[src/rtl/i2c_byte_ctrl.sv]
`default_nettype none
// ----------------------------------------------------------------------------
// i2c_byte_ctrl : byte-level I2C master sequencer (START, 8 bits, ACK, STOP).
// Optional macro I2C_CLK_STRETCH_EN enables SCL clock stretching.  Rev 1.0
// ----------------------------------------------------------------------------
module i2c_byte_ctrl #(
  parameter int CLK_DIV = 4
) (
  input  logic clk,
  input  logic asyn_rst,
  input  logic cmd_valid,
  output logic cmd_ready,
  input  logic cmd_start,
  input  logic cmd_stop,
  input  logic cmd_read,
  input  logic cmd_nack,
  output logic done,
  output logic ack_rcvd,
  output logic busy,
  output logic sh_load,
  output logic sh_shift_en,
  output logic sh_serial_in,
  input  logic sh_serial_out,
  output logic scl_oe,
  output logic sda_oe,
  input  logic sda_in,
  input  logic scl_in
);

  localparam int PW = (CLK_DIV > 1) ? $clog2(CLK_DIV) : 1;
  localparam logic [PW-1:0] PRESC_MAX = PW'(CLK_DIV - 1);

  typedef enum logic [2:0] {
    IDLE  = 3'd0,
    START = 3'd1,
    BIT   = 3'd2,
    ACK   = 3'd3,
    STOP  = 3'd4,
    HOLD  = 3'd5
  } state_t;

  state_t        state, state_nxt;
  logic [PW-1:0] presc;
  logic [1:0]    phase;
  logic [2:0]    bit_cnt;
  logic          stop_l, read_l, nack_l, from_hold;
  logic          accept, active, stall, tick, phase_end, finish;

  assign accept    = cmd_valid & cmd_ready;
  assign active    = (state == START) || (state == BIT) || (state == ACK) || (state == STOP);
  assign tick      = active && !stall && (presc == PRESC_MAX);
  assign phase_end = tick && (phase == 2'd3);

`ifdef I2C_CLK_STRETCH_EN
  // A slave holding SCL low freezes the prescaler in the SCL-high phase.
  assign stall = active && (phase == 2'd1) && !scl_in;
`else
  assign stall = 1'b0 & scl_in;
`endif

  always_ff @(posedge clk or posedge asyn_rst) begin
    if (asyn_rst) state <= IDLE;
    else          state <= state_nxt;
  end

  always_comb begin
    state_nxt   = state;
    cmd_ready   = 1'b0;
    busy        = 1'b0;
    sh_load     = 1'b0;
    sh_shift_en = 1'b0;
    scl_oe      = 1'b0;
    sda_oe      = 1'b0;
    finish      = 1'b0;
    case (state)
      IDLE, HOLD: begin
        cmd_ready = 1'b1;
        scl_oe    = (state == HOLD);
        if (cmd_valid) begin
          sh_load   = ~cmd_read;
          state_nxt = (cmd_start || state == IDLE) ? START : BIT;
        end
      end
      START: begin
        busy   = 1'b1;
        scl_oe = ((phase == 2'd0) && from_hold) || (phase == 2'd3);
        sda_oe = phase[1];
        if (phase_end) state_nxt = BIT;
      end
      BIT: begin
        busy        = 1'b1;
        scl_oe      = (phase == 2'd0) || (phase == 2'd3);
        sda_oe      = ~read_l & ~sh_serial_out;
        sh_shift_en = phase_end;
        if (phase_end && bit_cnt == 3'd7) state_nxt = ACK;
      end
      ACK: begin
        busy   = 1'b1;
        scl_oe = (phase == 2'd0) || (phase == 2'd3);
        sda_oe = read_l & ~nack_l;
        if (phase_end) begin
          state_nxt = stop_l ? STOP : HOLD;
          finish    = ~stop_l;
        end
      end
      STOP: begin
        busy   = 1'b1;
        scl_oe = (phase == 2'd0);
        sda_oe = ~phase[1];
        if (phase_end) begin
          state_nxt = IDLE;
          finish    = 1'b1;
        end
      end
      default: state_nxt = IDLE;
    endcase
  end

  always_ff @(posedge clk or posedge asyn_rst) begin
    if (asyn_rst) begin
      presc        <= '0;
      phase        <= 2'd0;
      bit_cnt      <= 3'd0;
      stop_l       <= 1'b0;
      read_l       <= 1'b0;
      nack_l       <= 1'b0;
      from_hold    <= 1'b0;
      sh_serial_in <= 1'b0;
      done         <= 1'b0;
      ack_rcvd     <= 1'b0;
    end else begin
      done <= finish;
      if (finish) ack_rcvd <= ~read_l & ~sh_serial_in;
      if (accept) begin
        presc     <= '0;
        phase     <= 2'd0;
        bit_cnt   <= 3'd0;
        stop_l    <= cmd_stop;
        read_l    <= cmd_read;
        nack_l    <= cmd_nack;
        from_hold <= (state == HOLD);
      end else if (tick) begin
        // Phase wrap at the end of p3 doubles as the reload on state entry.
        presc <= '0;
        phase <= phase + 2'd1;
        if (state == BIT && phase == 2'd3) bit_cnt <= bit_cnt + 3'd1;
        if (phase == 2'd1 && (state == BIT || state == ACK)) sh_serial_in <= sda_in;
      end else if (active && !stall) begin
        presc <= presc + PW'(1);
      end
    end
  end

endmodule
`default_nettype wire

[config.mk]
export PLATFORM = sky130hd
export DESIGN_NAME = i2c_byte_ctrl
export DESIGN_NICKNAME = d
export VERILOG_FILES = /design/src/rtl/i2c_byte_ctrl.sv
export SDC_FILE = /design/constraint.sdc
export NUM_CORES = 1
export LEC_CHECK = 0
export CAP_MARGIN = 40
export CORE_ASPECT_RATIO = 0.7
export CORE_UTILIZATION = 50
export CTS_CLUSTER_DIAMETER = 40
export DETAILED_ROUTE_END_ITERATION = 6
export PLACE_DENSITY = 0.77
export SYNTH_ARGS = -nofsm -noshare
export SYNTH_HDL_FRONTEND = slang
export SYNTH_SLANG_ARGS = --single-unit
export TNS_END_PERCENT = 20
[constraint.sdc]
create_clock -name clk -period 2.2 [get_ports clk]
set_input_delay 0.66 -clock clk [delete_from_list [all_inputs] [get_ports clk]]
set_output_delay 0.66 -clock clk [all_outputs]
set_load 0.02 [all_outputs]
# Yosys cells after proc, flatten, opt, wreduce, memory -nomap -nowiden
# Cells that the tools add are included.
[word_totals] register_bits=17 in_bits=10 output_inout_bits=9 elab_cells=90
[classes] add_sub_neg=3 eq_ne=14 mux=26 n_bitwise=12 n_reduce_logical=24
[op_table] cell="3-bit 2-to-1 mux" count=8
[op_table] cell="3-bit case mux with 5 select lines" count=1
[op_table] cell="2-bit 2-to-1 mux" count=6
[op_table] cell="3-bit == test (second input constant)" count=3
[op_table] cell="1-bit 2-to-1 mux" count=8
[op_table] cell="2-bit != test (second input constant)" count=4
[op_table] cell="1-bit NOT" count=8
[op_table] cell="1-bit case mux with 4 select lines" count=2
[op_table] cell="1-bit logical OR" count=7
[op_table] cell="3-bit by 2-bit == test with 1-bit output (second input constant)" count=2
[op_table] cell="1-bit logical AND" count=6
[op_table] cell="5-bit AND reduction" count=1
[op_table] cell="2-bit by 1-bit adder with 2-bit output (second input constant)" count=2
[op_table] cell="1-bit bitwise AND" count=4
[op_table] cell="2-bit == test (second input constant)" count=2
[op_table] cell="2-bit nonzero test" count=2
[op_table] cell="2-bit OR reduction" count=2
[op_table] cell="4-bit OR reduction" count=1
[op_table] cell="3-bit by 1-bit adder with 3-bit output (second input constant)" count=1
[op_table] cell="3-bit by 1-bit == test with 1-bit output (second input constant)" count=1
[op_table] cell="3-bit logical NOT" count=1
[op_table] cell="3-bit AND reduction" count=1
[op_table] cell="3-bit nonzero test" count=1
[op_table] cell="2-bit by 1-bit == test with 1-bit output (second input constant)" count=1
[op_table] cell="4 further kinds" count=4

# Depth between registers and ports, before layout
[logic_depth] ltp_word=9 mapped_depth=6 mapped_depth_nobuf=6

# Least setup slack after synthesis
# No wires, ideal clock.
[synth_timing] kind="register to output" from="reg phase[1]" to="out scl_oe" arrival_ps=1357 required_time_ps=1540 slack_ps=183 stages_incl_launch_ff=7 path_buffers=0 path_cell_list="dfrtp_1 -> inv_1 -> ha_1 -> a21oi_1 -> nor2_1 -> nor2_1 -> a211oi_1"
[synth_via] elab_chain_len=4 elab_cells_between_ends=6 cone_classes="1 x eq/ne; 1 x mux; 4 x reduce/logical"
[synth_lines] item="start: declaration" line="44" source="logic [1:0] phase;"
[synth_lines] item="start signal: assignment" line="145" source="phase <= phase + 2'd1;"
[synth_lines] item="2-bit logical NOT"
[synth_lines] item="1-bit logical AND" line="86" source="scl_oe = ((phase == 2'd0) && from_hold) || (phase == 2'd3);"
[synth_lines] item="1-bit logical OR" line="86"
[synth_lines] item="1-bit case mux with 4 select lines (*)" line="75" source="case (state)"
[synth_lines] item="end: declaration" line="24" source="output logic scl_oe,"
# Mark *: on every way between the ends. The rest lies on a longest branch, timed or not.

# Worst setup path in the final report
[layout_timing] from="reg state[0]" to="out cmd_ready"
[layout_via] elab_chain_len=3 elab_cells_between_ends=4 cone_classes="1 x eq/ne; 1 x mux; 2 x reduce/logical"
[layout_lines] item="start: declaration" line="42" source="state_t state, state_nxt;"
[layout_lines] item="start signal: assignment" line="63" source="else state <= state_nxt;"
[layout_lines] item="3-bit == test / 3-bit logical NOT (equally long branches)" line="75"
[layout_lines] item="2-bit OR reduction (*)" line="75"
[layout_lines] item="1-bit 2-to-1 mux (*)" line="75"
[layout_lines] item="end: declaration" line="12" source="output logic cmd_ready,"
# Marks and branches as above.

==> summary.txt <==
Layout
  • Area delta synth->final: 38.41%
  • Antenna diodes: 0
  • Fin nets: about 150
  • Share of cells above drive strength 1: 0.3723

Synthesis
  • Synth Net Count: ~120
  • Most used flip-flop cell after synthesis: dfrtp_1
  • Register area share after synthesis: 0.4213
  • Top cells by count, synth: dfrtp_1 (17), nor2_1 (12), ha_1 (6), a21oi_1 (5), inv_1 (5)
  • Yosys warnings: 0
  • Synth Register Bits: 17
  • Syn Std Cell Area: 0.001010 sq mm
  • Area share of xor/xnor cells in the synthesized design: 0.03346
  • Synthesized-area fraction occupied by and/or/nand/nor cells: 0.1921
  • Post-Synthesis Cells: between 90 and 100
  • Complex-gate fraction of the synthesized area: 0.1462
  • Mux contribution to synthesized area: 0.08550
  • Largest area contributor in the netlist: dfrtp_1
  • Asr flop ratio synth: 1.000
  • Synth Area per Inst: 10.20 sq um
  • Post-synth EDFFs: 0
  • Leading cell type by number of instances after synthesis: dfrtp_1
  • Largest family of logic cells by synthesized area: simple AND/OR/NAND/NOR gates
  • Synth top area share: 0.4213
  • Synth area leaders: dfrtp_1 (42%), ha_1 (7.4%), mux2_2 (4.5%)
  • Cell variety after synth: 36
  • Adder-cell share of the synthesized area: 0.07435

Status
  • Status: complete, no violations

Setup path
  • Worst path slowest cell: dfrtp_2
  • CP arrival: approximately 1.5 ns
  • Required time of the critical path: around 1.5 ns
  • Crit path buf inv count: 1
  • Crit end category: output port
  • Crit-path max FO: 8
  • CP startpoint kind: flip-flop
  • Family with the most delay on the worst path: flip-flops
  • Kind of critical path: flip-flop to output port
  • CP max stage delay: about 0.50 ns
  • Crit-path cells: xor2_1 -> nor2_1 -> dlygate4sd2_1

Timing
  • Setup_tns: 0 ns
  • Fin crit period: 2.176 ns
  • WHS: 0.5216 ns
  • Slew HR: 0.7607
  • Final Cycle Share: 0.9893
  • Setup violators final: 0
  • Max Clk Rate: 0.4595 GHz
  • RSZ-0062 raised after global routing: yes
  • Final hold viol count: 0
  • Worst Clk Skew: 0.004822 ns
  • Worst Slack Setup Final: approximately 0.024 ns
  • Count of pins over their slew limit: 0
  • Worst Tran Pin Value: between 0.3 and 0.4 ns

Routing
  • Antenna-violating nets left: 0
  • DRC errors left: 0
  • Routed WL per cell: approximately 15 microns
  • Pre-Repair DR Iteration Count: 4
  • Initial DRC Count: 14
  • Vias per std cell: between 5 and 6
  • Vias: roughly 900
  • Final WL: between 2 and 2.5 mm

Place
  • Input/output buffers: 17
  • Hpwl dp: ~1.7 mm
  • Pre-CTS WS: -0.5217 ns
  • RD Place Congestion: 0.8780

Floorplanning
  • Io pins: 19
  • Die width: between 50 and 60 microns
  • Cell Rows: 13
  • Starting Density: 0.5398
  • Die Footprint: ~0.0022 sq mm
  • Core footprint: 0.001871 sq mm
  • Die Height: between 30 and 40 microns

Clock network
  • CTS buffer count: 3
  • Worst-Skew Late Latency: roughly 0.30 ns
  • Cts-stage hold buffer count: 0
  • H-tree depth: 1
  • Clock buffer depth: 2
  • Clock root buffer: clkbuf_4
  • Clock-pin slew on the worst setup and hold paths: ~0.10 ns
  • TritonCTS clock tree: done
  • Clk sinks: 17

GRT
  • Total GRT Usage: 0.2415
  • First-pass GRT wire length: approximately 3.8 mm
  • Initial antenna violation count: 0
  • Gr ovfl total: 0
  • Vias in the first global route: 869
  • Largest net degree at the start of global routing: 18

Flow run
  • Max-Cap Viols: 0

Pwr
  • Leakage Power: ~0.68 nW
  • Max rail drop VDD: roughly 0.97 mV
  • PwrDens: about 1200 mW/mm^2

Min path
  • Worst hold path class: flip-flop to flip-flop
==> stage by stage <==
| step | instances | util | power [W] | area, sq um |
|---|---|---|---|---|
| after floorplan | 99 | - | 0.001077 | 1010 |
| after global placement | 153 | 0.7064 | 0.001411 | 1321 |
| after detailed placement | 153 | 0.7064 | 0.001446 | 1321 |
| after CTS | 157 | 0.7171 | 0.001591 | 1341 |
| after global routing | 159 | 0.7472 | 0.001802 | 1398 |
| final | 159 | 0.7472 | 0.001677 | 1398 |
==> repair_timing <==
| item | CTS | global route |
|---|---|---|
| gates cloned | 0 | 0 |
| buffers inserted | 0 | 2 |
| setup endpoints to repair | 6 | 6 |
| pin swaps | 0 | 6 |
| resized for setup | 18 | 20 |
| endpoints found under the hold margin | 0 | 0 |
==> path summary, 6_finish.rpt <==
kind | cells after the start | endpoint | start | slack (ns)
max | 3 | cmd_ready | state[0]$_DFFE_PP0P_ | 0.02
min | 1 | ack_rcvd$_DFFE_PP0P_ | ack_rcvd$_DFFE_PP0P_ | 0.52
max reg2reg | 6 | state[2]$_DFFE_PP0P_ | presc[0]$_DFFE_PP0P_ | 0.40
min reg2reg | 1 | ack_rcvd$_DFFE_PP0P_ | ack_rcvd$_DFFE_PP0P_ | 0.52
max in group asynchronous | 3 | state[2]$_DFFE_PP0P_ | asyn_rst | 1.34
min in group asynchronous | 3 | phase[1]$_DFFE_PP0P_ | asyn_rst | 0.65
==> registers in the layout (all words and copies together) (netlist names) <==
signal,flops
ack_rcvd,1
bit_cnt,3
done,1
from_hold,1
nack_l,1
phase,2
presc,2
read_l,1
sh_serial_in,1
state,3
stop_l,1
==> cells by family (layout without fill, tap and decap cells) <==
family / Yosys count / count (layout)
compound gates: 21 / 21
fa+ha+maj: 6 / 6
mux: 8 / 8
xor+xnor: 3 / 3
simple gates: 35 / 35
buf+inv: 9 / 47
flops: 17 / 17
==> per-layer routing <==
metal | track usage | vias up | wire length (microns)
met5 | 0 | - | 0
met4 | 0.1000 | 0 | 19
met3 | 0.1122 | 5 | 145
met2 | 0.4036 | 27 | 1098
met1 | 0.2749 | 430 | 1112
li1 | - | 429 | -
==> layout make-up <==
cell class              count  area, sq um
clock buffers               3        22.52
clock inverters             1        7.507
fillers                   132        473.0
inverters                   5        18.77
multi-input cells          73        573.1
flip-flops and latches     17        427.9
well taps                  22        27.53
repair buffers             38        320.3
==> report_power, final <==
group	internal, W	switching, W
registers	0.000418	0.000117
logic	0.000498	0.000470
clock network	0.0000694	0.000104
==> cell usage in the layout, fill, tap and decap left out, drive strengths merged, types with 2 or more instances in the layout <==
master         count
dlygate4sd2        2
clkbuf             3
xor2               2
clkdlybuf4s50      9
ha                 6
buf               25
mux2               5
a21oi              5
dfrtp             17
nand2              3
mux2i              3
o22ai              3
inv                5
o21ai              4
and3               3
and2               2
nor2              14
nand2b             3
nor3               4
dlymetal6s2s       2
a22o               2
==> worst register-to-register path, stage by stage, from the launching register on <==
cell and delay (ns):
dfrtp_1 0.41, ha_1 0.21, buf_4 0.15, and3_1 0.19
a2111oi_2 0.40, a21o_1 0.16, mux2i_1 0.20
(Power assumes the default switching activity.)
